==> src/rtl/ps2_pkg.sv <==
// Shared PS/2 definitions: transmitter states, default timing constants
// and the frame parity helper used by the host-side PS/2 blocks.
package ps2_pkg;

    typedef enum logic [2:0] {
        IDLE,
        HOLD_CLK,
        SEND_BITS,
        WAIT_ACK,
        WAIT_RELEASE
    } ps2_state_e;

    // 100us request hold and 2ms watchdog at a 50MHz system clock
    localparam int PS2_HOLD_CYCLES    = 5000;
    localparam int PS2_TIMEOUT_CYCLES = 100000;

    function automatic logic odd_parity(input logic [7:0] b);
        return ~^b;
    endfunction

endpackage

==> src/rtl/mouse_transmitter_if.sv <==
// Command handshake plus PS/2 pad signals between the mouse master
// state machine, the transmitter and the open-drain pad logic.
interface mouse_transmitter_if;

    logic       CLK_MOUSE_IN;
    logic       CLK_MOUSE_OUT_EN;
    logic       DATA_MOUSE_IN;
    logic       DATA_MOUSE_OUT;
    logic       DATA_MOUSE_OUT_EN;
    logic       SEND_BYTE;
    logic [7:0] BYTE_TO_SEND;
    logic       BYTE_SENT;

    modport slave (
        input  CLK_MOUSE_IN,
        input  DATA_MOUSE_IN,
        input  SEND_BYTE,
        input  BYTE_TO_SEND,
        output CLK_MOUSE_OUT_EN,
        output DATA_MOUSE_OUT,
        output DATA_MOUSE_OUT_EN,
        output BYTE_SENT
    );

    modport master (
        output CLK_MOUSE_IN,
        output DATA_MOUSE_IN,
        output SEND_BYTE,
        output BYTE_TO_SEND,
        input  CLK_MOUSE_OUT_EN,
        input  DATA_MOUSE_OUT,
        input  DATA_MOUSE_OUT_EN,
        input  BYTE_SENT
    );

endinterface

==> src/rtl/ps2_line_sync.sv <==
// Two-flop synchronisers for the PS/2 clock and data pads, plus
// registered falling-edge and any-edge pulses on the synced clock.
module ps2_line_sync (
    input  logic clk_i,
    input  logic rst_i,
    input  logic ps2_clk_i,
    input  logic ps2_data_i,
    output logic clk_sync_o,
    output logic data_sync_o,
    output logic clk_fall_o,
    output logic clk_edge_o
);

    // [1:0] is the synchroniser, [2] holds the previous synced value
    logic [2:0] clk_sh_q;
    logic [1:0] dat_sh_q;
    logic       fall_q;
    logic       edge_q;

    always_ff @(posedge clk_i or posedge rst_i) begin
        if (rst_i) begin
            clk_sh_q <= '1;
            dat_sh_q <= '1;
            fall_q   <= 1'b0;
            edge_q   <= 1'b0;
        end else begin
            clk_sh_q <= {clk_sh_q[1:0], ps2_clk_i};
            dat_sh_q <= {dat_sh_q[0], ps2_data_i};
            fall_q   <= clk_sh_q[2] & ~clk_sh_q[1];
            edge_q   <= clk_sh_q[2] ^ clk_sh_q[1];
        end
    end

    assign clk_sync_o  = clk_sh_q[1];
    assign data_sync_o = dat_sh_q[1];
    assign clk_fall_o  = fall_q;
    assign clk_edge_o  = edge_q;

endmodule

==> src/rtl/mouse_transmitter.sv <==
// PS/2 host-to-device transmitter: clock-hold request, start bit, 8 data
// bits LSB first, odd parity, stop by release, then device ACK.
module mouse_transmitter
    import ps2_pkg::*;
#(
    parameter int CLK_HOLD_CYCLES = PS2_HOLD_CYCLES,
    parameter int TIMEOUT_CYCLES  = PS2_TIMEOUT_CYCLES
) (
    input  logic CLK,
    input  logic RESET,
    mouse_transmitter_if.slave bus
);

    localparam int MAXC = (CLK_HOLD_CYCLES > TIMEOUT_CYCLES) ?
                          CLK_HOLD_CYCLES : TIMEOUT_CYCLES;
    localparam int CW = $clog2(MAXC + 1);
    localparam logic [CW-1:0] HOLD_LAST = CW'(CLK_HOLD_CYCLES - 1);
    localparam logic [CW-1:0] HOLD_END  = CW'(CLK_HOLD_CYCLES);
    localparam logic [CW-1:0] TO_LAST   = CW'(TIMEOUT_CYCLES - 1);

    logic clk_s;
    logic data_s;
    logic clk_fall;
    logic clk_edge;

    ps2_line_sync u_sync (
        .clk_i      (CLK),
        .rst_i      (RESET),
        .ps2_clk_i  (bus.CLK_MOUSE_IN),
        .ps2_data_i (bus.DATA_MOUSE_IN),
        .clk_sync_o (clk_s),
        .data_sync_o(data_s),
        .clk_fall_o (clk_fall),
        .clk_edge_o (clk_edge)
    );

    ps2_state_e    state_q, state_d;
    logic [CW-1:0] cnt_q, cnt_d;
    logic [3:0]    bit_q, bit_d;
    logic [7:0]    byte_q, byte_d;
    logic          par_q, par_d;
    logic          clk_en_q, clk_en_d;
    logic          dat_q, dat_d;
    logic          dat_en_q, dat_en_d;
    logic          sent_q, sent_d;

    logic watched;
    logic wd_fire;

    assign watched = (state_q == SEND_BITS) || (state_q == WAIT_ACK) ||
                     (state_q == WAIT_RELEASE);
    assign wd_fire = !clk_edge && (cnt_q == TO_LAST);

    always_comb begin
        state_d  = state_q;
        cnt_d    = cnt_q;
        bit_d    = bit_q;
        byte_d   = byte_q;
        par_d    = par_q;
        clk_en_d = clk_en_q;
        dat_d    = dat_q;
        dat_en_d = dat_en_q;
        sent_d   = sent_q;

        unique case (state_q)
            IDLE: begin
                clk_en_d = 1'b0;
                dat_en_d = 1'b0;
                dat_d    = 1'b1;
                if (bus.SEND_BYTE) begin
                    sent_d = 1'b0;
                    // a low data line means the device is talking
                    if (data_s) begin
                        byte_d   = bus.BYTE_TO_SEND;
                        par_d    = odd_parity(bus.BYTE_TO_SEND);
                        cnt_d    = '0;
                        clk_en_d = 1'b1;
                        state_d  = HOLD_CLK;
                    end
                end
            end
            HOLD_CLK: begin
                cnt_d = cnt_q + CW'(1);
                if (cnt_q == HOLD_LAST) begin
                    dat_en_d = 1'b1;
                    dat_d    = 1'b0;
                end
                if (cnt_q == HOLD_END) begin
                    clk_en_d = 1'b0;
                    cnt_d    = '0;
                    bit_d    = '0;
                    state_d  = SEND_BITS;
                end
            end
            SEND_BITS: begin
                cnt_d = clk_edge ? '0 : cnt_q + CW'(1);
                if (clk_fall) begin
                    bit_d = bit_q + 4'd1;
                    unique case (1'b1)
                        bit_q < 4'd8:  dat_d = byte_q[bit_q[2:0]];
                        bit_q == 4'd8: dat_d = par_q;
                        default: begin
                            dat_d    = 1'b1;
                            dat_en_d = 1'b0;
                            cnt_d    = '0;
                            state_d  = WAIT_ACK;
                        end
                    endcase
                end
            end
            WAIT_ACK: begin
                cnt_d = clk_edge ? '0 : cnt_q + CW'(1);
                if (clk_fall && !data_s) begin
                    cnt_d   = '0;
                    state_d = WAIT_RELEASE;
                end
            end
            WAIT_RELEASE: begin
                cnt_d = clk_edge ? '0 : cnt_q + CW'(1);
                if (clk_s && data_s) begin
                    sent_d  = 1'b1;
                    cnt_d   = '0;
                    state_d = IDLE;
                end
            end
            default: state_d = IDLE;
        endcase

        // watchdog abort wins over any same-cycle progress
        if (watched && wd_fire) begin
            clk_en_d = 1'b0;
            dat_en_d = 1'b0;
            dat_d    = 1'b1;
            sent_d   = 1'b0;
            cnt_d    = '0;
            state_d  = IDLE;
        end
    end

    always_ff @(posedge CLK or posedge RESET) begin
        if (RESET) begin
            state_q  <= IDLE;
            cnt_q    <= '0;
            bit_q    <= '0;
            byte_q   <= '0;
            par_q    <= 1'b0;
            clk_en_q <= 1'b0;
            dat_q    <= 1'b1;
            dat_en_q <= 1'b0;
            sent_q   <= 1'b0;
        end else begin
            state_q  <= state_d;
            cnt_q    <= cnt_d;
            bit_q    <= bit_d;
            byte_q   <= byte_d;
            par_q    <= par_d;
            clk_en_q <= clk_en_d;
            dat_q    <= dat_d;
            dat_en_q <= dat_en_d;
            sent_q   <= sent_d;
        end
    end

    assign bus.CLK_MOUSE_OUT_EN  = clk_en_q;
    assign bus.DATA_MOUSE_OUT    = dat_q;
    assign bus.DATA_MOUSE_OUT_EN = dat_en_q;
    assign bus.BYTE_SENT         = sent_q;

endmodule

==> src/flat_wrapper.sv <==
// flat-port wrapper written by rule: the top's interface ports become plain ports
module mouse_transmitter_flat import ps2_pkg::*;
#(
    parameter int CLK_HOLD_CYCLES = PS2_HOLD_CYCLES,
    parameter int TIMEOUT_CYCLES  = PS2_TIMEOUT_CYCLES
)
  (CLK, RESET, bus_CLK_MOUSE_IN, bus_DATA_MOUSE_IN, bus_SEND_BYTE, bus_BYTE_TO_SEND, bus_CLK_MOUSE_OUT_EN, bus_DATA_MOUSE_OUT, bus_DATA_MOUSE_OUT_EN, bus_BYTE_SENT);
  mouse_transmitter_if bus_i ();
  input  logic CLK;
  input  logic RESET;
  input wire logic [$bits(bus_i.CLK_MOUSE_IN)-1:0] bus_CLK_MOUSE_IN;
  input wire logic [$bits(bus_i.DATA_MOUSE_IN)-1:0] bus_DATA_MOUSE_IN;
  input wire logic [$bits(bus_i.SEND_BYTE)-1:0] bus_SEND_BYTE;
  input wire logic [$bits(bus_i.BYTE_TO_SEND)-1:0] bus_BYTE_TO_SEND;
  output wire logic [$bits(bus_i.CLK_MOUSE_OUT_EN)-1:0] bus_CLK_MOUSE_OUT_EN;
  output wire logic [$bits(bus_i.DATA_MOUSE_OUT)-1:0] bus_DATA_MOUSE_OUT;
  output wire logic [$bits(bus_i.DATA_MOUSE_OUT_EN)-1:0] bus_DATA_MOUSE_OUT_EN;
  output wire logic [$bits(bus_i.BYTE_SENT)-1:0] bus_BYTE_SENT;
  assign bus_i.CLK_MOUSE_IN = bus_CLK_MOUSE_IN;
  assign bus_i.DATA_MOUSE_IN = bus_DATA_MOUSE_IN;
  assign bus_i.SEND_BYTE = bus_SEND_BYTE;
  assign bus_i.BYTE_TO_SEND = bus_BYTE_TO_SEND;
  assign bus_CLK_MOUSE_OUT_EN = bus_i.CLK_MOUSE_OUT_EN;
  assign bus_DATA_MOUSE_OUT = bus_i.DATA_MOUSE_OUT;
  assign bus_DATA_MOUSE_OUT_EN = bus_i.DATA_MOUSE_OUT_EN;
  assign bus_BYTE_SENT = bus_i.BYTE_SENT;
  mouse_transmitter #(.CLK_HOLD_CYCLES(CLK_HOLD_CYCLES), .TIMEOUT_CYCLES(TIMEOUT_CYCLES)) u_core (.CLK(CLK), .RESET(RESET), .bus(bus_i));
endmodule
==> config.mk <==
export PLATFORM = sky130hd
export DESIGN_NAME = mouse_transmitter_flat
export DESIGN_NICKNAME = d
export VERILOG_FILES = /design/src/rtl/ps2_pkg.sv /design/src/rtl/mouse_transmitter_if.sv /design/src/rtl/ps2_line_sync.sv /design/src/rtl/mouse_transmitter.sv /design/src/flat_wrapper.sv
export SDC_FILE = /design/constraint.sdc
export NUM_CORES = 1
export LEC_CHECK = 0
export ABC_AREA = 1
export CAP_MARGIN = 25
export CORE_UTILIZATION = 40
export DETAILED_ROUTE_END_ITERATION = 10
export DONT_BUFFER_PORTS = 1
export PLACE_DENSITY = 0.51
export SLEW_MARGIN = 30
export SYNTH_ARGS = -nofsm -noshare
export SYNTH_HDL_FRONTEND = slang
export SYNTH_SLANG_ARGS = --single-unit
==> constraint.sdc <==
create_clock -name CLK -period 1.7 [get_ports CLK]
set_input_delay 0.17 -clock CLK [delete_from_list [all_inputs] [get_ports CLK]]
set_output_delay 0.17 -clock CLK [all_outputs]
set_load 0.02 [all_outputs]
==> flow_summary.json <==
{
  "ys_ff_latch": 44,
  "critical-path-top-delay-family": "simple AND/OR/NAND/NOR gates",
  "clk_latency_ns": 0.29,
  "antenna_found_initial": 0,
  "synth_top_family_by_area": "simple AND/OR/NAND/NOR gates",
  "final_hold_viol_count": 0,
  "synth_area_um2": 2650,
  "cts_tree": "built",
  "crit_fanout": 7,
  "ys_warn_count": 0,
  "cp_slowest_stage_delay_ns": 0.44,
  "drt-total-wl_um": 6680,
  "yosys-top-cells-area": "dfrtp_1 (36%), nand2_1 (10%), nor2_1 (6.5%), nand3_1 (6.0%), dfstp_2 (6.0%)",
  "syn_area_per_cell_um2": 7.54,
  "slowest_stage": "dfrtp_1",
  "n_antenna_cell": 0,
  "clockBufferDepth": 2,
  "dpl_worst_slack_ns": 0.0148,
  "worstHoldPathType": "in2reg",
  "portBuffers": 0,
  "outcome": "finished clean",
  "slew_headroom_pct": 80.6,
  "grt_overflow": 0,
  "worst_path_most_repeated_cell": "nand2_4",
  "area_growth_syn_to_layout_pct": 21.8,
  "grt_pass1_vias": 2352,
  "worstSetupEndpointType": "register",
  "synthAdderAreaFrac_pct": 1.89,
  "fp-row-count": 29,
  "yosysMostFrequentCell": "nand2_1",
  "p_seq_share_pct": 33.9,
  "cp-start-kind": "register",
  "die_h_um": 83.4,
  "dp_hpwl_um": 4820,
  "arrival_ns": 1.81,
  "drive_gt1_share_pct": 26.2,
  "grt_pass1_wl_um": 10800,
  "grt_max_degree": 45,
  "tns_ns": 0,
  "p_clk_share_pct": 17.1,
  "finClkSkew_ns": 0.00836,
  "synth_xor_area_share_pct": 3.64,
  "root_buffer": "clkbuf_8",
  "synth_edf_count": 0,
  "muxShareOfSynthArea_pct": 3.40,
  "io_pins": 17,
  "synth-main-ff-cell": "dfrtp_1",
  "critical_path_buf_inv_count": 3,
  "initial_utilization_pct": 41.5,
  "setup_viol": 0,
  "drtIter0Drc": 157,
  "p_int_mw": 2.62,
  "synth_simple_gate_area_share_pct": 31.0,
  "numCtsBuffers": 5,
  "yosysSeqAreaShare_pct": 41.9,
  "leakage_nw": 1.51,
  "yosysUniqueCellTypes": 34,
  "netlist_instances": 351,
  "path_clk_slew_ns": 0.09,
  "clock_sinks": 44,
  "htreeDepth": 2,
  "vias": 2400,
  "fin_crit_sh_pct": 95.6,
  "via_per_inst": 5.19,
  "finalNetCount": 401,
  "synth_common_cells": "nand2_1 (74), nor2_1 (46), inv_1 (41)",
  "p_per_area_nw_per_um2": 1450,
  "synth_top_cell_by_area": "dfrtp_1",
  "synth_fp_nets": 368,
  "ant_nets": 0,
  "die_x_um": 83.4,
  "synth-compound-area-share_pct": 10.2,
  "comb_power_share_pct": 49.0,
  "coreArea_um2": 6390,
  "die_area_um2": 6950,
  "slew_violations": 0,
  "peakVddDrop_uv": 909,
  "wl_per_cell_um": 14.5,
  "fmax_mhz": 616,
  "first_pass_iters": 4,
  "totalPowerFinal_mw": 4.67,
  "setup_slack_ns": 0.0756,
  "routabilityCongestion": 0.873,
  "maxCapViolations": 0,
  "worstSetupPathType": "reg2reg",
  "post-route-drc-count": 0,
  "async_reset_ff_share_pct": 100,
  "grt_use_total_pct": 19.4,
  "p_switching_mw": 2.05,
  "fin_crit_ns": 1.62,
  "worst_slew_pin_slew_ns": 0.289,
  "synth_top_area_share_pct": 35.9,
  "p_sw_share_pct": 43.9,
  "cp_cell_sequence": "ha_4 > nand2_4 > nor2_4 > inv_2 > nor2_4 > nand2_4 > nand2_4 > inv_2 > nand2_4 > inv_2 > nor2_1 > nor2_1",
  "required_ns": 1.89
}
==> layout make-up <==
| type | count | area [µm²] |
|---|---|---|
| fill | 641 | 3160 |
| multi-input combinational | 255 | 1480 |
| sequential | 44 | 1110 |
| timing repair buffer | 31 | 255 |
| inverter | 47 | 176 |
| tap | 77 | 96.3 |
| clock buffer | 7 | 76.3 |
| clock inverter | 1 | 30.0 |
==> per-stage QoR <==
step / std cells / hold WS [ns] / area [µm²] / utilization [%]
6_report: 462 / 0.0189 / 3220 / 50.5
5_1_grt: 462 / 0.000588 / 3220 / 50.5
4_1_cts: 454 / 0.00585 / 3020 / 47.2
3_5_place_dp: 443 / 0.112 / 2880 / 45.1
3_3_place_gp: 443 / 0.109 / 2880 / 45.1
2_1_floorplan: 351 / 0.174 / 2650 / -
==> cells by family after synthesis <==
| family | after synthesis |
|---|---|
| adder cells (fa/ha/maj) | 4 |
| flip-flops | 44 |
| AND/OR/NAND/NOR | 183 |
| multiplexers | 8 |
| XOR/XNOR | 11 |
| buffers and inverters | 53 |
| AO/OA/AOI/OAI | 48 |
==> per-layer routing <==
metal / track usage [%] / up-vias / routed length, µm
li1: - / 1210 / -
met1: 25.2 / 1134 / 3130
met2: 32.7 / 46 / 3250
met3: 3.28 / 10 / 212
met4: 6.11 / 0 / 92
met5: 0 / - / 0
==> what timing repair did <==
item,CTS,global route
endpoints found under the setup margin,2,26
setup buffers,0,6
hold buffers,3,1
pin swaps,1,11
cloned,0,1
hold endpoints to repair,40,1
resized for setup,1,45
==> flip-flops by register name, summed over array words and instances (netlist names) <==
name                          cells
u_core.bit_q                      4
u_core.bus.BYTE_SENT              1
u_core.bus.CLK_MOUSE_OUT_EN       1
u_core.bus.DATA_MOUSE_OUT         1
u_core.bus.DATA_MOUSE_OUT_EN      1
u_core.byte_q                     8
u_core.cnt_q                     17
u_core.par_q                      1
u_core.state_q                    3
u_core.u_sync.clk_edge_o          1
u_core.u_sync.clk_fall_o          1
u_core.u_sync.clk_sh_q            3
u_core.u_sync.dat_sh_q            2
==> cells in the final DEF (no fill, tap or decap), types with 3 or more instances in the layout <==
cell / count
nand2_1: 65
nor2_1: 39
inv_1: 35
dfrtp_1: 34
nand3_1: 29
buf_4: 26
o21ai_0: 17
a21oi_1: 15
inv_2: 12
nand2_2: 9
nand4_1: 9
mux2_2: 8
nand2_4: 7
nor2_2: 6
xnor2_1: 6
dfstp_2: 6
nor2_4: 5
nor3_1: 5
xor2_1: 5
clkbuf_8: 5
nand3_2: 4
dlygate4sd3_1: 4
dfrtp_2: 4
a31oi_1: 3
o21ai_1: 3
o22ai_1: 3
==> path summary, 6_finish.rpt <==
| check | depth (start not counted) | start | slack (ns) | end |
|---|---|---|---|---|
| min in group asynchronous | 3 | RESET | 0.36 | u_core.bus.CLK_MOUSE_OUT_EN |
| worst min-delay path | 1 | bus_BYTE_TO_SEND[5] | 0.02 | u_core.byte_q[5] |
| worst min register to register | 0 | u_core.u_sync.dat_sh_q[0] | 0.36 | u_core.u_sync.dat_sh_q[1] |
| worst max-delay path | 12 | u_core.cnt_q[1] | 0.08 | u_core.cnt_q[15] |
| worst max register to register | 12 | u_core.cnt_q[1] | 0.08 | u_core.cnt_q[15] |
| max in group asynchronous | 3 | RESET | 1.08 | u_core.u_sync.clk_sh_q[2] |
==> power by group through the flow <==
stage | registers (mW) | clock network, mW | logic (mW)
3_3_place_gp | 1.57 | 0 | 1.95
6_report | 1.58 | 0.799 | 2.29
3_5_place_dp | 1.58 | 0 | 1.95
4_1_cts | 1.56 | 0.828 | 1.97
5_1_grt | 1.62 | 0.869 | 2.57
2_1_floorplan | 1.53 | 0 | 1.53
(Power assumes the default switching activity.)
